===== config.mk =====
export PLATFORM = sky130hd
export DESIGN_NAME = gray_codec_pipe_flat
export DESIGN_NICKNAME = d
export VERILOG_FILES = /design/src/rtl/gray_codec_pipe_if.sv /design/src/rtl/gray_codec_pipe.sv /design/src/flat_wrapper.sv
export SDC_FILE = /design/constraint.sdc
export NUM_CORES = 1
export LEC_CHECK = 0
export CAP_MARGIN = 20
export CORE_MARGIN = 2
export CORE_UTILIZATION = 40
export CTS_BUF_LIST = sky130_fd_sc_hd__clkbuf_4 sky130_fd_sc_hd__clkbuf_8 sky130_fd_sc_hd__clkbuf_16
export DETAILED_ROUTE_END_ITERATION = 6
export GPL_TIMING_DRIVEN = 0
export PLACE_DENSITY = 0.67
export SETUP_SLACK_MARGIN = 0.4
export SYNTH_ARGS = -nofsm -noshare
export SYNTH_HDL_FRONTEND = slang
export SYNTH_SLANG_ARGS = --single-unit

===== constraint.sdc =====
create_clock -name clk -period 2.3 [get_ports clk]
set_clock_uncertainty 0.15 [all_clocks]
set_input_delay 0.69 -clock clk [delete_from_list [all_inputs] [get_ports clk]]
set_output_delay 0.69 -clock clk [all_outputs]
set_load 0.01 [all_outputs]

===== src/rtl/gray_codec_pipe_if.sv =====
// Valid/ready bundle for gray_codec_pipe: request stream in, registered result stream out.
// The master modport is the producer/consumer side; the slave modport is the codec.
interface gray_codec_pipe_if #(
   parameter int unsigned WIDTH = 4
);
   logic             in_valid;
   logic             in_ready;
   logic [1:0]       in_mode;
   logic [WIDTH-1:0] in_data;
   logic             out_valid;
   logic             out_ready;
   logic [WIDTH-1:0] out_data;
   logic [1:0]       out_mode;
   logic             out_err;

   modport master (
      output in_valid, in_mode, in_data, out_ready,
      input  in_ready, out_valid, out_data, out_mode, out_err
   );

   modport slave (
      input  in_valid, in_mode, in_data, out_ready,
      output in_ready, out_valid, out_data, out_mode, out_err
   );
endinterface


===== src/rtl/gray_codec_pipe.sv =====
// Registered Gray codec: bin->gray, gray->bin or Gray increment, chosen per transaction,
// behind a one-deep output register with full valid/ready backpressure.
module gray_codec_pipe #(
   parameter int unsigned WIDTH = 4
) (
   input  logic                clk,
   input  logic                rst_n,
   gray_codec_pipe_if.slave    bus,
   output logic [15:0]         xfer_cnt
);

   typedef enum logic [1:0] {
      ModeB2g = 2'b00,
      ModeG2b = 2'b01,
      ModeInc = 2'b10,
      ModeIll = 2'b11
   } mode_e;

   function automatic logic [WIDTH-1:0] bin2gray(input logic [WIDTH-1:0] b);
      return b ^ (b >> 1);
   endfunction

   // Prefix XOR from the MSB down.
   function automatic logic [WIDTH-1:0] gray2bin(input logic [WIDTH-1:0] g);
      logic [WIDTH-1:0] b;
      b = '0;
      b[WIDTH-1] = g[WIDTH-1];
      for (int i = int'(WIDTH) - 2; i >= 0; i--) begin
         b[i] = b[i+1] ^ g[i];
      end
      return b;
   endfunction

   logic             out_valid_q, out_valid_d;
   logic [WIDTH-1:0] out_data_q, out_data_d;
   logic [1:0]       out_mode_q, out_mode_d;
   logic             out_err_q, out_err_d;
   logic [15:0]      xfer_cnt_q, xfer_cnt_d;

   logic             accept;
   logic             xfer;
   logic [WIDTH-1:0] res_data;
   logic             res_err;

   assign bus.in_ready = !out_valid_q || bus.out_ready;
   assign accept       = bus.in_valid && bus.in_ready;
   assign xfer         = out_valid_q && bus.out_ready;

   always_comb begin
      res_data = bus.in_data;
      res_err  = 1'b0;
      unique case (mode_e'(bus.in_mode))
         ModeB2g: res_data = bin2gray(bus.in_data);
         ModeG2b: res_data = gray2bin(bus.in_data);
         ModeInc: res_data = bin2gray(gray2bin(bus.in_data) + WIDTH'(1));
         ModeIll: begin
            res_data = bus.in_data;
            res_err  = 1'b1;
         end
      endcase
   end

   // Accept wins over transfer, so a simultaneous pair keeps out_valid high.
   always_comb begin
      out_valid_d = out_valid_q;
      out_data_d  = out_data_q;
      out_mode_d  = out_mode_q;
      out_err_d   = out_err_q;
      xfer_cnt_d  = xfer_cnt_q;
      if (xfer) begin
         out_valid_d = 1'b0;
         xfer_cnt_d  = xfer_cnt_q + 16'd1;
      end
      if (accept) begin
         out_valid_d = 1'b1;
         out_data_d  = res_data;
         out_mode_d  = bus.in_mode;
         out_err_d   = res_err;
      end
   end

   always_ff @(posedge clk) begin
      if (!rst_n) begin
         out_valid_q <= 1'b0;
         out_data_q  <= '0;
         out_mode_q  <= 2'b00;
         out_err_q   <= 1'b0;
         xfer_cnt_q  <= 16'd0;
      end else begin
         out_valid_q <= out_valid_d;
         out_data_q  <= out_data_d;
         out_mode_q  <= out_mode_d;
         out_err_q   <= out_err_d;
         xfer_cnt_q  <= xfer_cnt_d;
      end
   end

   assign bus.out_valid = out_valid_q;
   assign bus.out_data  = out_data_q;
   assign bus.out_mode  = out_mode_q;
   assign bus.out_err   = out_err_q;
   assign xfer_cnt      = xfer_cnt_q;

endmodule


===== src/flat_wrapper.sv =====
// flat-port wrapper written by rule: the top's interface ports become plain ports
module gray_codec_pipe_flat 
#(
   parameter int unsigned WIDTH = 4
)
  (clk, rst_n, xfer_cnt, bus_in_valid, bus_in_mode, bus_in_data, bus_out_ready, bus_in_ready, bus_out_valid, bus_out_data, bus_out_mode, bus_out_err);
  gray_codec_pipe_if #(.WIDTH(WIDTH)) bus_i ();
  input  logic clk;
  input  logic rst_n;
  output logic [15:0] xfer_cnt;
  input wire logic [$bits(bus_i.in_valid)-1:0] bus_in_valid;
  input wire logic [$bits(bus_i.in_mode)-1:0] bus_in_mode;
  input wire logic [$bits(bus_i.in_data)-1:0] bus_in_data;
  input wire logic [$bits(bus_i.out_ready)-1:0] bus_out_ready;
  output wire logic [$bits(bus_i.in_ready)-1:0] bus_in_ready;
  output wire logic [$bits(bus_i.out_valid)-1:0] bus_out_valid;
  output wire logic [$bits(bus_i.out_data)-1:0] bus_out_data;
  output wire logic [$bits(bus_i.out_mode)-1:0] bus_out_mode;
  output wire logic [$bits(bus_i.out_err)-1:0] bus_out_err;
  assign bus_i.in_valid = bus_in_valid;
  assign bus_i.in_mode = bus_in_mode;
  assign bus_i.in_data = bus_in_data;
  assign bus_i.out_ready = bus_out_ready;
  assign bus_in_ready = bus_i.in_ready;
  assign bus_out_valid = bus_i.out_valid;
  assign bus_out_data = bus_i.out_data;
  assign bus_out_mode = bus_i.out_mode;
  assign bus_out_err = bus_i.out_err;
  gray_codec_pipe #(.WIDTH(WIDTH)) u_core (.clk(clk), .rst_n(rst_n), .bus(bus_i), .xfer_cnt(xfer_cnt));
endmodule

* After elaboration in Yosys (flattened, before gate mapping)
Cells that the tools add are included.
** Cells by class
- Reduce and logical (&&, ||, !) cells :: 6
- Eq/ne operators :: 3
- Muxes and demuxes :: 4
- Bitwise logic cells :: 5
- Add/sub/neg operators :: 2
** Operator list (number)
- 16-bit by 1-bit adder with 16-bit output, second input constant :: 1
- 4-bit one-hot mux with 4 select lines :: 1
- 4-bit by 3-bit XOR with 4-bit output :: 2
- 4-bit by 1-bit adder with 4-bit output, second input constant :: 1
- 2-bit == test, second input constant :: 2
- 1-bit 2-to-1 mux :: 3
- 1-bit XOR :: 3
- 2-bit by 1-bit == test with 1-bit output, second input constant :: 1
- 1-bit logical AND :: 2
- 2-bit logical NOT :: 1
- 2-bit nonzero test :: 1
- 1-bit logical NOT :: 1
- 1-bit logical OR :: 1
** Storage, ports and cells
- Input port bits :: 10
- Output and inout port bits :: 25
- Register bits after elaboration :: 24

* Depth between registers and ports, before layout
Gate-level depths: netlist (run 1).
- Depth after elaboration :: 6
- Depth in mapped cells :: 8
- Depth with buffers taken out :: 7

* Least setup slack after synthesis (run 1)
OpenSTA, ideal clock, no wires.
- Kind :: input-to-reg
- From :: in bus_in_data[1]
- To :: reg u_core.out_data_q[2] (netlist: u_core.bus.out_data[2])
- Setup slack :: 0.243 ns
- Buffers on the path :: 1
- Cell stages on the path :: 7
- Arrival :: 1.789 ns
- Library setup time :: 0.117 ns
- Cells stage by stage :: buf_2 > inv_1 > ha_1 > nor2b_1 > xnor2_1 > o211ai_1 > a32o_1
** On the way
- Longest elaborated chain between the ends :: 5
** Ends and longest elaborated chain
- from (decl) :: RTL line flat_wrapper.sv:13 : input wire logic [$bits(bus_i.in_data)-1:0] bus_in_data;
- 1-bit XOR (*) :: RTL line gray_codec_pipe.sv:29 : b[i] = b[i+1] ^ g[i];
- 1-bit XOR :: RTL line gray_codec_pipe.sv:29
- 4-bit by 1-bit adder with 4-bit output (*) :: RTL line gray_codec_pipe.sv:55 : ModeInc: res_data = bin2gray(gray2bin(bus.in_data) + WIDTH'(1));
- 4-bit by 3-bit XOR with 4-bit output (*) :: RTL line gray_codec_pipe.sv:20 : return b ^ (b >> 1);
- 4-bit one-hot mux with 4 select lines (*) :: RTL line gray_codec_pipe.sv:52 : unique case (mode_e'(bus.in_mode))
- to (signal assigned) :: RTL line gray_codec_pipe.sv:91 : out_data_q <= out_data_d;
- to (decl) :: RTL line gray_codec_pipe.sv:35 : logic [WIDTH-1:0] out_data_q, out_data_d;
Every way passes the cells marked *; elsewhere a longest branch is shown, timed or not.
A chain may end at the register's enable or synchronous reset.

* Final worst setup path (run 1)
- From :: in bus_out_ready
- To :: out bus_in_ready
** On the way
- Longest elaborated chain between the ends :: 1
** Ends and longest elaborated chain
- from (decl) :: RTL line flat_wrapper.sv:14 : input wire logic [$bits(bus_i.out_ready)-1:0] bus_out_ready;
- 1-bit logical OR :: RTL line gray_codec_pipe.sv:45 : assign bus.in_ready = !out_valid_q || bus.out_ready;
- to (decl) :: RTL line flat_wrapper.sv:15 : output wire logic [$bits(bus_i.in_ready)-1:0] bus_in_ready;
Every way passes these cells.

==> results.cfg, run 1 <==
[status]
run_status = completed

[detailed_routing]
remaining_drc_errors = 0
finalWirelength_microns = 2720
num_vias = 1120
drtPass1Iterations = 4
antenna_left = 0
vias_per_cell = 4.87
wl_per_cell_microns = 11.8
first_iter_violations = 37

[setup_path]
cp_max_fo = 2
worstSetupStartpointType = input pin
required_ps = 1460
crit_chain = buf_8, or2b_4, buf_6
crit_slowest_cell = or2b_4
critPathKind = in -> out
r2r_cells = 7
path_buf_inv = 2
rrSetupSlack_ps = 560
cpPeakStageDelay_ps = 250
r2r-end = u_core.xfer_cnt[14]$_SDFFE_PN0P_
end_kind = primary output
arrival_ps = 1150
cp_top_family = simple AND/OR/NAND/NOR gates
rr_startpoint = u_core.xfer_cnt[1]$_SDFFE_PN0P_

[timing]
whs_ps = 325
fin_setup_tns_ps = 0
worst_slew_pin_slew_ps = 384
max_slew_margin = 0.744
fmax_mhz = 502
rsz0062_at_grt = true
min_period_ps = 1990
maxSlewViolCount = 0
hold_viol = 0
setup_viol = 0
post-route-period-util = 0.866

[placement]
port_buffers = 30
gp_congestion = 0.757
placedCellCount = 219
dpl.hpwl_microns = 1940

[hold_path]
holdPathEnd = u_core.bus.out_mode[1]$_SDFFE_PN0P_
holdPathStages = 2
hp-class = reg -> reg
hp-start = u_core.bus.out_mode[1]$_SDFFE_PN0P_

[synth]
synth_nets = 157
synth-async-reset-ratio = 0
postSynthAreaPerCell_sq_um = 8.71
synth_ff_type = dfxtp_1
synth_edf_count = 0
ys_ff_latch = 24
synth_cells = 145
netlist_area_sq_um = 1260
yosysSeqAreaShare = 0.381
ys_types = 33
yosysWarningCount = 0

[grt]
overflow = 0
antenna_found_initial = 0
grt_pass1_vias = 1007
track_usage = 0.158
grt_max_degree = 15
grt_pass1_wl_microns = 4440

[run]
max_cap_violations = 0

[cts]
cts_sinks = 24
root_buffer = clkbuf_4
cts.htree.levels = 1
cts_buffers = 3
clkTransAtPathRegs_ps = 130
clockBufferDepth = 2
clkLatencyLatePin_ps = 310
cts_tree = done

[power_and_ir_drop]
p_switching_mw = 0.207
p_leak_nw = 0.829
p_sw_frac = 0.236
p_clk_frac = 0.349
p_comb_frac = 0.159
p_int_mw = 0.668
p_seq_frac = 0.491
total_power_mw = 0.874
ir_worst_vdd_mv = 0.429
power_density_nw_per_um2 = 493

[die]
initial_utilization = 0.417
pin_count = 35
rows = 20
fp.dieH_microns = 60.2
core_area_sq_um = 3030
dieArea_sq_um = 3620
dieWidth_microns = 60.2

[layout]
final_cells = 230
nNetsFinal = 199
layout-drive-gt1-share = 0.226
n_antenna_cell = 0
area_growth_syn_to_layout_pct = 40.6
fillCellCount = 288
-- metrics by stage --
stage / util / setup WS [ps] / area (sq um)
2_1_floorplan: - / 372 / 1300
3_3_place_gp: 0.545 / -584 / 1650
3_5_place_dp: 0.545 / -587 / 1650
4_1_cts: 0.565 / 224 / 1710
5_1_grt: 0.586 / 296 / 1780
6_report: 0.586 / 308 / 1780
-- placed cells by master, fill, tap and decap left out, types with 4 or more instances in the layout --
cell	netlist	final
xnor2_1	14	13
nor3_1	4	4
buf_4	0	9
dlygate4sd2_1	0	24
o21ai_0	5	5
and2_1	13	13
nand2_1	19	19
dfxtp_1	24	10
a21boi_0	6	6
xor2_1	8	7
dfxtp_2	0	8
nor2_1	4	4
dfxtp_4	0	6
nor2b_1	4	4
nand3_1	11	11
-- registers in the layout (all words and copies together), names as in the netlist --
signal,count
u_core.xfer_cnt,16
u_core.bus.out_data,4
u_core.bus.out_mode,2
u_core.bus.out_err,1
u_core.bus.out_valid,1
-- layer usage --
metal / vias to the layer above / wire (microns) / track usage
met2: 28 / 1360 / 0.269
met5: - / 0 / 0
met3: 2 / 143 / 0.0368
met1: 519 / 1210 / 0.199
met4: 0 / 12 / 0.0413
li1: 571 / - / -
-- synthesized netlist by cell type (all sizes together), types with 2 or more instances --
| library cell | number | area (sq um) |
|---|---|---|
| and3 | 2 | 13.8 |
| clkbuf | 4 | 15.0 |
| nand2 | 19 | 71.3 |
| nor2b | 4 | 25.0 |
| buf | 3 | 15.0 |
| inv | 4 | 15.0 |
| xor2 | 8 | 70.1 |
| and2 | 14 | 87.6 |
| a21boi | 6 | 45.0 |
| nor2 | 4 | 15.0 |
| dfxtp | 24 | 480 |
| xnor2 | 14 | 123 |
| nand4 | 3 | 33.8 |
| ha | 2 | 25.0 |
| o21ai | 5 | 25.0 |
| a21oi | 2 | 10.0 |
| nand3 | 11 | 55.1 |
| nor3 | 5 | 30.0 |
-- layout make-up --
type                       instances  area [sq um]  area share
inverter                           4          15.0     0.00846
buffer                             7          33.8      0.0190
multi-input combinational        110           785       0.442
clock buffer                       3          22.5      0.0127
timing repair buffer              37           322       0.181
tap                               44          55.1      0.0310
clock inverter                     1          30.0      0.0169
sequential                        24           513       0.289
-- power by group through the flow --
stage	Combinational [mW]	Clock, mW	Sequential [mW]
after global placement	0.135	0	0.445
after floorplan	0.0789	0	0.450
after CTS	0.128	0.316	0.429
final	0.139	0.306	0.429
after detailed placement	0.137	0	0.445
after global routing	0.154	0.334	0.432
-- kinds of logic after synthesis --
group / synth area share
AOI/OAI and AO/OA: 0.105
buffers and inverters: 0.0357
muxes: 0.00793
adders and majority gates: 0.0198
and+or+nand+nor: 0.298
DFF: 0.381
xor gates and xnor gates: 0.153
-- worst max path at each step --
stage                   startpoint                                   to  slack (ps)  cells past startpoint
floorplan           bus_in_data[2]  u_core.bus.out_data[2]$_SDFFE_PN0P_         370                      6
global placement     bus_out_ready                         bus_in_ready        -580                      3
detailed placement   bus_out_ready                         bus_in_ready        -590                      3
CTS                  bus_out_ready                         bus_in_ready         220                      3
global route         bus_out_ready                         bus_in_ready         300                      3
finish               bus_out_ready                         bus_in_ready         310                      3
-- tightest hold or removal path, cell delays in order (launching register included) --
cell,delay (ps)
dfxtp_1,330
nand2_1,40
a21boi_0,70
-- timing repair --
item	in CTS	in global routing
hold buffers	0	0
gates resized for setup	63	11
pin swaps	1	4
setup buffers	3	4
endpoints found under the setup margin	43	5
Power figures use the tool's default switching activity.
==> run 2: changes to the inputs <==
--- a/config.mk
+++ b/config.mk
@@ -6,6 +6,7 @@
 export NUM_CORES = 1
 export LEC_CHECK = 0
 export CAP_MARGIN = 20
+export CORE_ASPECT_RATIO = 0.8
 export CORE_MARGIN = 2
 export CORE_UTILIZATION = 40
 export CTS_BUF_LIST = sky130_fd_sc_hd__clkbuf_4 sky130_fd_sc_hd__clkbuf_8 sky130_fd_sc_hd__clkbuf_16
==> results.cfg, run 2 (synthesis results as in run 1) <==
[placement]
gp_congestion = 0.763
port_buffers = 30
place_ws_ps = -581
place_area_sq_um = 1650
dpl.hpwl_microns = 2080

[setup_path]
arrival_ps = 1170
crit_chain = buf_8, or2b_4, buf_6
critPathKind = in -> out
cp_top_family = simple AND/OR/NAND/NOR gates
worstSetupStartpointType = input pin
end_kind = primary output
path_buf_inv = 2
required_ps = 1460
cp_max_fo = 5
cpPeakStageDelay_ps = 250
crit_slowest_cell = or2b_4

[detailed_routing]
vias_per_cell = 4.85
wl_per_cell_microns = 12.5
first_iter_violations = 35
finalWirelength_microns = 2820
num_vias = 1091
antenna_left = 0
remaining_drc_errors = 0
drtPass1Iterations = 4

[timing]
setup_viol = 0
whs_ps = 311
max_slew_margin = 0.772
post-route-period-util = 0.873
worst_slew_pin_slew_ps = 340
maxSlewViolCount = 0
min_period_ps = 2010
fmax_mhz = 498
rsz0062_at_grt = true
fin_ws_ps = 293
hold_viol = 0

[cts]
root_buffer = clkbuf_8
cts_buffers = 3
cts_tree = done
clockBufferDepth = 2
clkTransAtPathRegs_ps = 80
cts_hold_buffers = 0
clkLatencyLatePin_ps = 260
cts_sinks = 24
cts.htree.levels = 1

[grt]
antenna_found_initial = 0
overflow = 0
track_usage = 0.167
grt_pass1_vias = 968
grt_pass1_wl_microns = 4520
grt_max_degree = 14

[die]
core_area_sq_um = 3040
rows = 18
dieWidth_microns = 66.8
dieArea_sq_um = 3620
pin_count = 35
fp.dieH_microns = 54.3
initial_utilization = 0.415

[power_and_ir_drop]
ir_worst_vdd_mv = 0.321
p_leak_nw = 0.814
power_density_nw_per_um2 = 489

[layout]
nNetsFinal = 198
layout-drive-gt1-share = 0.211
area_growth_syn_to_layout_pct = 39.9
layout_common_cells = dlygate4sd2_1 (24), nand2_1 (18), dfxtp_1 (14), xnor2_1 (13), and2_1 (13)
design_area_sq_um = 1770
n_antenna_cell = 0
final_common_cell = dlygate4sd2_1
largest_reg_flops = 16
utilization = 0.581

[hold_path]
hp-class = reg -> reg

[status]
run_status = completed

[run]
max_cap_violations = 0
==> run 2: cell types whose count changed in the layout (fill, tap and decap cells not counted), moves of 2 or more <==
cell / delta
buf_4: -2
clkbuf_4: -3
clkbuf_8: +4
dfxtp_1: +4
dfxtp_4: -4
==> run 2: layout make-up <==
type | count | area (sq um)
multi-input combinational | 110 | 781
fill | 301 | 1270
timing repair buffer | 36 | 333
inverter | 4 | 15.0
sequential | 24 | 498
clock buffer | 4 | 55.1
buffer | 7 | 35.0
tap | 40 | 50.0
==> run 2: final timing paths <==
path	to	from	cells past startpoint	slack, ps
worst min-delay path	u_core.bus.out_data[1]$_SDFFE_PN0P_	u_core.bus.out_data[1]$_SDFFE_PN0P_	2	310
worst min register to register	u_core.bus.out_data[1]$_SDFFE_PN0P_	u_core.bus.out_data[1]$_SDFFE_PN0P_	2	310
worst max-delay path	bus_in_ready	bus_out_ready	3	290
worst max register to register	u_core.xfer_cnt[14]$_SDFFE_PN0P_	u_core.xfer_cnt[0]$_SDFFE_PN0P_	6	560
==> run 2: what timing repair did <==
item	4_1_cts	5_1_grt
setup endpoints to repair	44	7
hold endpoints to repair	0	0
resized for setup	61	11
pin swaps	4	8
setup buffers	1	5
==> run 2: where the power goes <==
part,switching (mW),total (mW),internal (mW)
Sequential,0.00858,0.433,0.425
Clock,0.129,0.281,0.153
Combinational,0.0717,0.150,0.0779
Total,0.209,0.865,0.655
==> run 2: routing by layer <==
layer,global-route usage,up-vias,routed length (microns)
met1,0.219,499,1290
li1,-,566,-
met5,0,-,0
met4,0.0204,0,0
met3,0.0494,0,143
met2,0.285,26,1380
==> run 2: through the flow <==
step | cells | total power [mW] | TNS (ps)
5_1_grt | 225 | 0.907 | 0
4_1_cts | 220 | 0.865 | 0
2_1_floorplan | 145 | 0.528 | 0
6_report | 225 | 0.865 | 0
3_5_place_dp | 215 | 0.584 | -3560
3_3_place_gp | 215 | 0.581 | -3290
==> run 2: worst register-to-register path, stage by stage, from the launching register on <==
cell and delay (ps):
dfxtp_2 370, ha_1 210, nand4_1 170, nor3_2 350, nand2_1 110, xnor2_1 130
and2_1 150
==> run 3: changes to the inputs <==
--- a/config.mk
+++ b/config.mk
@@ -8,11 +8,12 @@
 export CAP_MARGIN = 20
 export CORE_ASPECT_RATIO = 0.8
 export CORE_MARGIN = 2
-export CORE_UTILIZATION = 40
+export CORE_UTILIZATION = 47
 export CTS_BUF_LIST = sky130_fd_sc_hd__clkbuf_4 sky130_fd_sc_hd__clkbuf_8 sky130_fd_sc_hd__clkbuf_16
 export DETAILED_ROUTE_END_ITERATION = 6
 export GPL_TIMING_DRIVEN = 0
-export PLACE_DENSITY = 0.67
+export MAX_ROUTING_LAYER = met4
+export PLACE_DENSITY = 0.77
 export SETUP_SLACK_MARGIN = 0.4
 export SYNTH_ARGS = -nofsm -noshare
 export SYNTH_HDL_FRONTEND = slang
==> results.cfg, run 3 (synthesis results as in run 1) <==
[status]
run_status = completed

[timing]
hold_viol = 0
max_slew_margin = 0.762
worst_slew_pin_slew_ps = 355
fmax_mhz = 500
min_period_ps = 2000
post-route-period-util = 0.869
maxSlewViolCount = 0
fin_setup_tns_ps = 0
rsz0062_at_grt = true
setup_viol = 0

[setup_path]
arrival_ps = 1160
cp_max_fo = 3
crit_chain = buf_8, or2b_4, buf_6
critPathKind = in -> out
crit_slowest_cell = or2b_4
worstSetupStartpointType = input pin
r2r_cells = 6
rr_startpoint = u_core.xfer_cnt[0]$_SDFFE_PN0P_
end_kind = primary output
r2r-end = u_core.xfer_cnt[14]$_SDFFE_PN0P_
rrSetupSlack_ps = 550
cpPeakStageDelay_ps = 250
required_ps = 1460

[detailed_routing]
drtPass1Iterations = 4
wl_per_cell_microns = 11.6
antenna_left = 0
finalWirelength_microns = 2550
num_vias = 1105
first_iter_violations = 41
remaining_drc_errors = 0
vias_per_cell = 5.02

[cts]
clockBufferDepth = 2
cts_tree = done
cts_sinks = 24
cts.htree.levels = 1
cts_buffers = 3
root_buffer = clkbuf_4
clkLatencyLatePin_ps = 310
clkTransAtPathRegs_ps = 120
cts_hold_buffers = 0

[layout]
n_antenna_cell = 0
area_growth_syn_to_layout_pct = 36.1
layout-drive-gt1-share = 0.212
nNetsFinal = 198
layout_common_cells = dlygate4sd2_1 (24), nand2_1 (18), xnor2_1 (13), and2_1 (13), dfxtp_1 (12)
final_cells = 220
largest_reg_flops = 16
final_common_cell = dlygate4sd2_1

[power_and_ir_drop]
p_leak_nw = 0.789
power_density_nw_per_um2 = 437
ir_worst_vdd_mv = 0.243

[grt]
grt_pass1_wl_microns = 4260
track_usage = 0.187
grt_max_degree = 13
antenna_found_initial = 0
overflow = 0
grt_pass1_vias = 990

[hold_path]
holdPathStages = 2
holdPathEnd = u_core.bus.out_data[1]$_SDFFE_PN0P_
hp-class = reg -> reg
hp-start = u_core.bus.out_data[1]$_SDFFE_PN0P_

[die]
dieWidth_microns = 61.9
fp.dieH_microns = 50.4
initial_utilization = 0.505
rows = 16
pin_count = 35
core_area_sq_um = 2500
dieArea_sq_um = 3120

[placement]
placedCellCount = 211
port_buffers = 30
gp_congestion = 0.818
dpl.hpwl_microns = 1950

[run]
max_cap_violations = 0
run 3: power breakdown:
part / switching (mW) / internal (mW) / leakage (nW)
Sequential: 0.00749 / 0.423 / 0.202
Combinational: 0.0703 / 0.0724 / 0.573
Clock: 0.115 / 0.0613 / 0.0138
run 3: final cells by class:
cell class,instances,area [sq um]
fill,224,785
sequential,24,505
tap,36,45.0
multi-input combinational,110,783
inverter,4,15.0
buffer,7,32.5
timing repair buffer,36,314
clock buffer,3,22.5
run 3: how the worst max path moves through the flow:
stage	startpoint	depth (start not counted)	to	slack, ps
2_1_floorplan	bus_in_data[2]	6	u_core.bus.out_data[2]$_SDFFE_PN0P_	370
3_3_place_gp	bus_out_ready	3	bus_in_ready	-580
3_5_place_dp	bus_out_ready	3	bus_in_ready	-580
4_1_cts	bus_out_ready	3	bus_in_ready	230
5_1_grt	bus_out_ready	3	bus_in_ready	290
6_report	bus_out_ready	3	bus_in_ready	300
run 3: critical path, delay by kind of cell:
family | cells | cell delay [ps]
buffers and inverters | 2 | 210
AND/OR/NAND/NOR | 1 | 250
run 3: what timing repair did:
item | CTS | global route
resized for setup | 60 | 8
pin swaps | 2 | 2
endpoints found under the setup margin | 43 | 5
buffers inserted | 3 | 3
run 3: metrics by stage:
stage | utilization | instance area, sq um | hold WS, ps | setup slack (ps) | power [mW]
2_1_floorplan | - | 1300 | 338 | 372 | 0.528
4_1_cts | 0.666 | 1670 | 331 | 229 | 0.746
5_1_grt | 0.687 | 1720 | 364 | 294 | 0.799
6_report | 0.687 | 1720 | 328 | 302 | 0.750
3_3_place_gp | 0.656 | 1640 | 307 | -583 | 0.579
3_5_place_dp | 0.656 | 1640 | 317 | -580 | 0.583
run 3: metal layers:
| metal | vias to the layer above | track usage | share of wire |
|---|---|---|---|
| met5 | - | - | 0 |
| met4 | 0 | 0.0532 | 0.012 |
| met3 | 5 | 0.0541 | 0.051 |
| met2 | 27 | 0.286 | 0.49 |
| met1 | 505 | 0.239 | 0.45 |
| li1 | 568 | - | - |
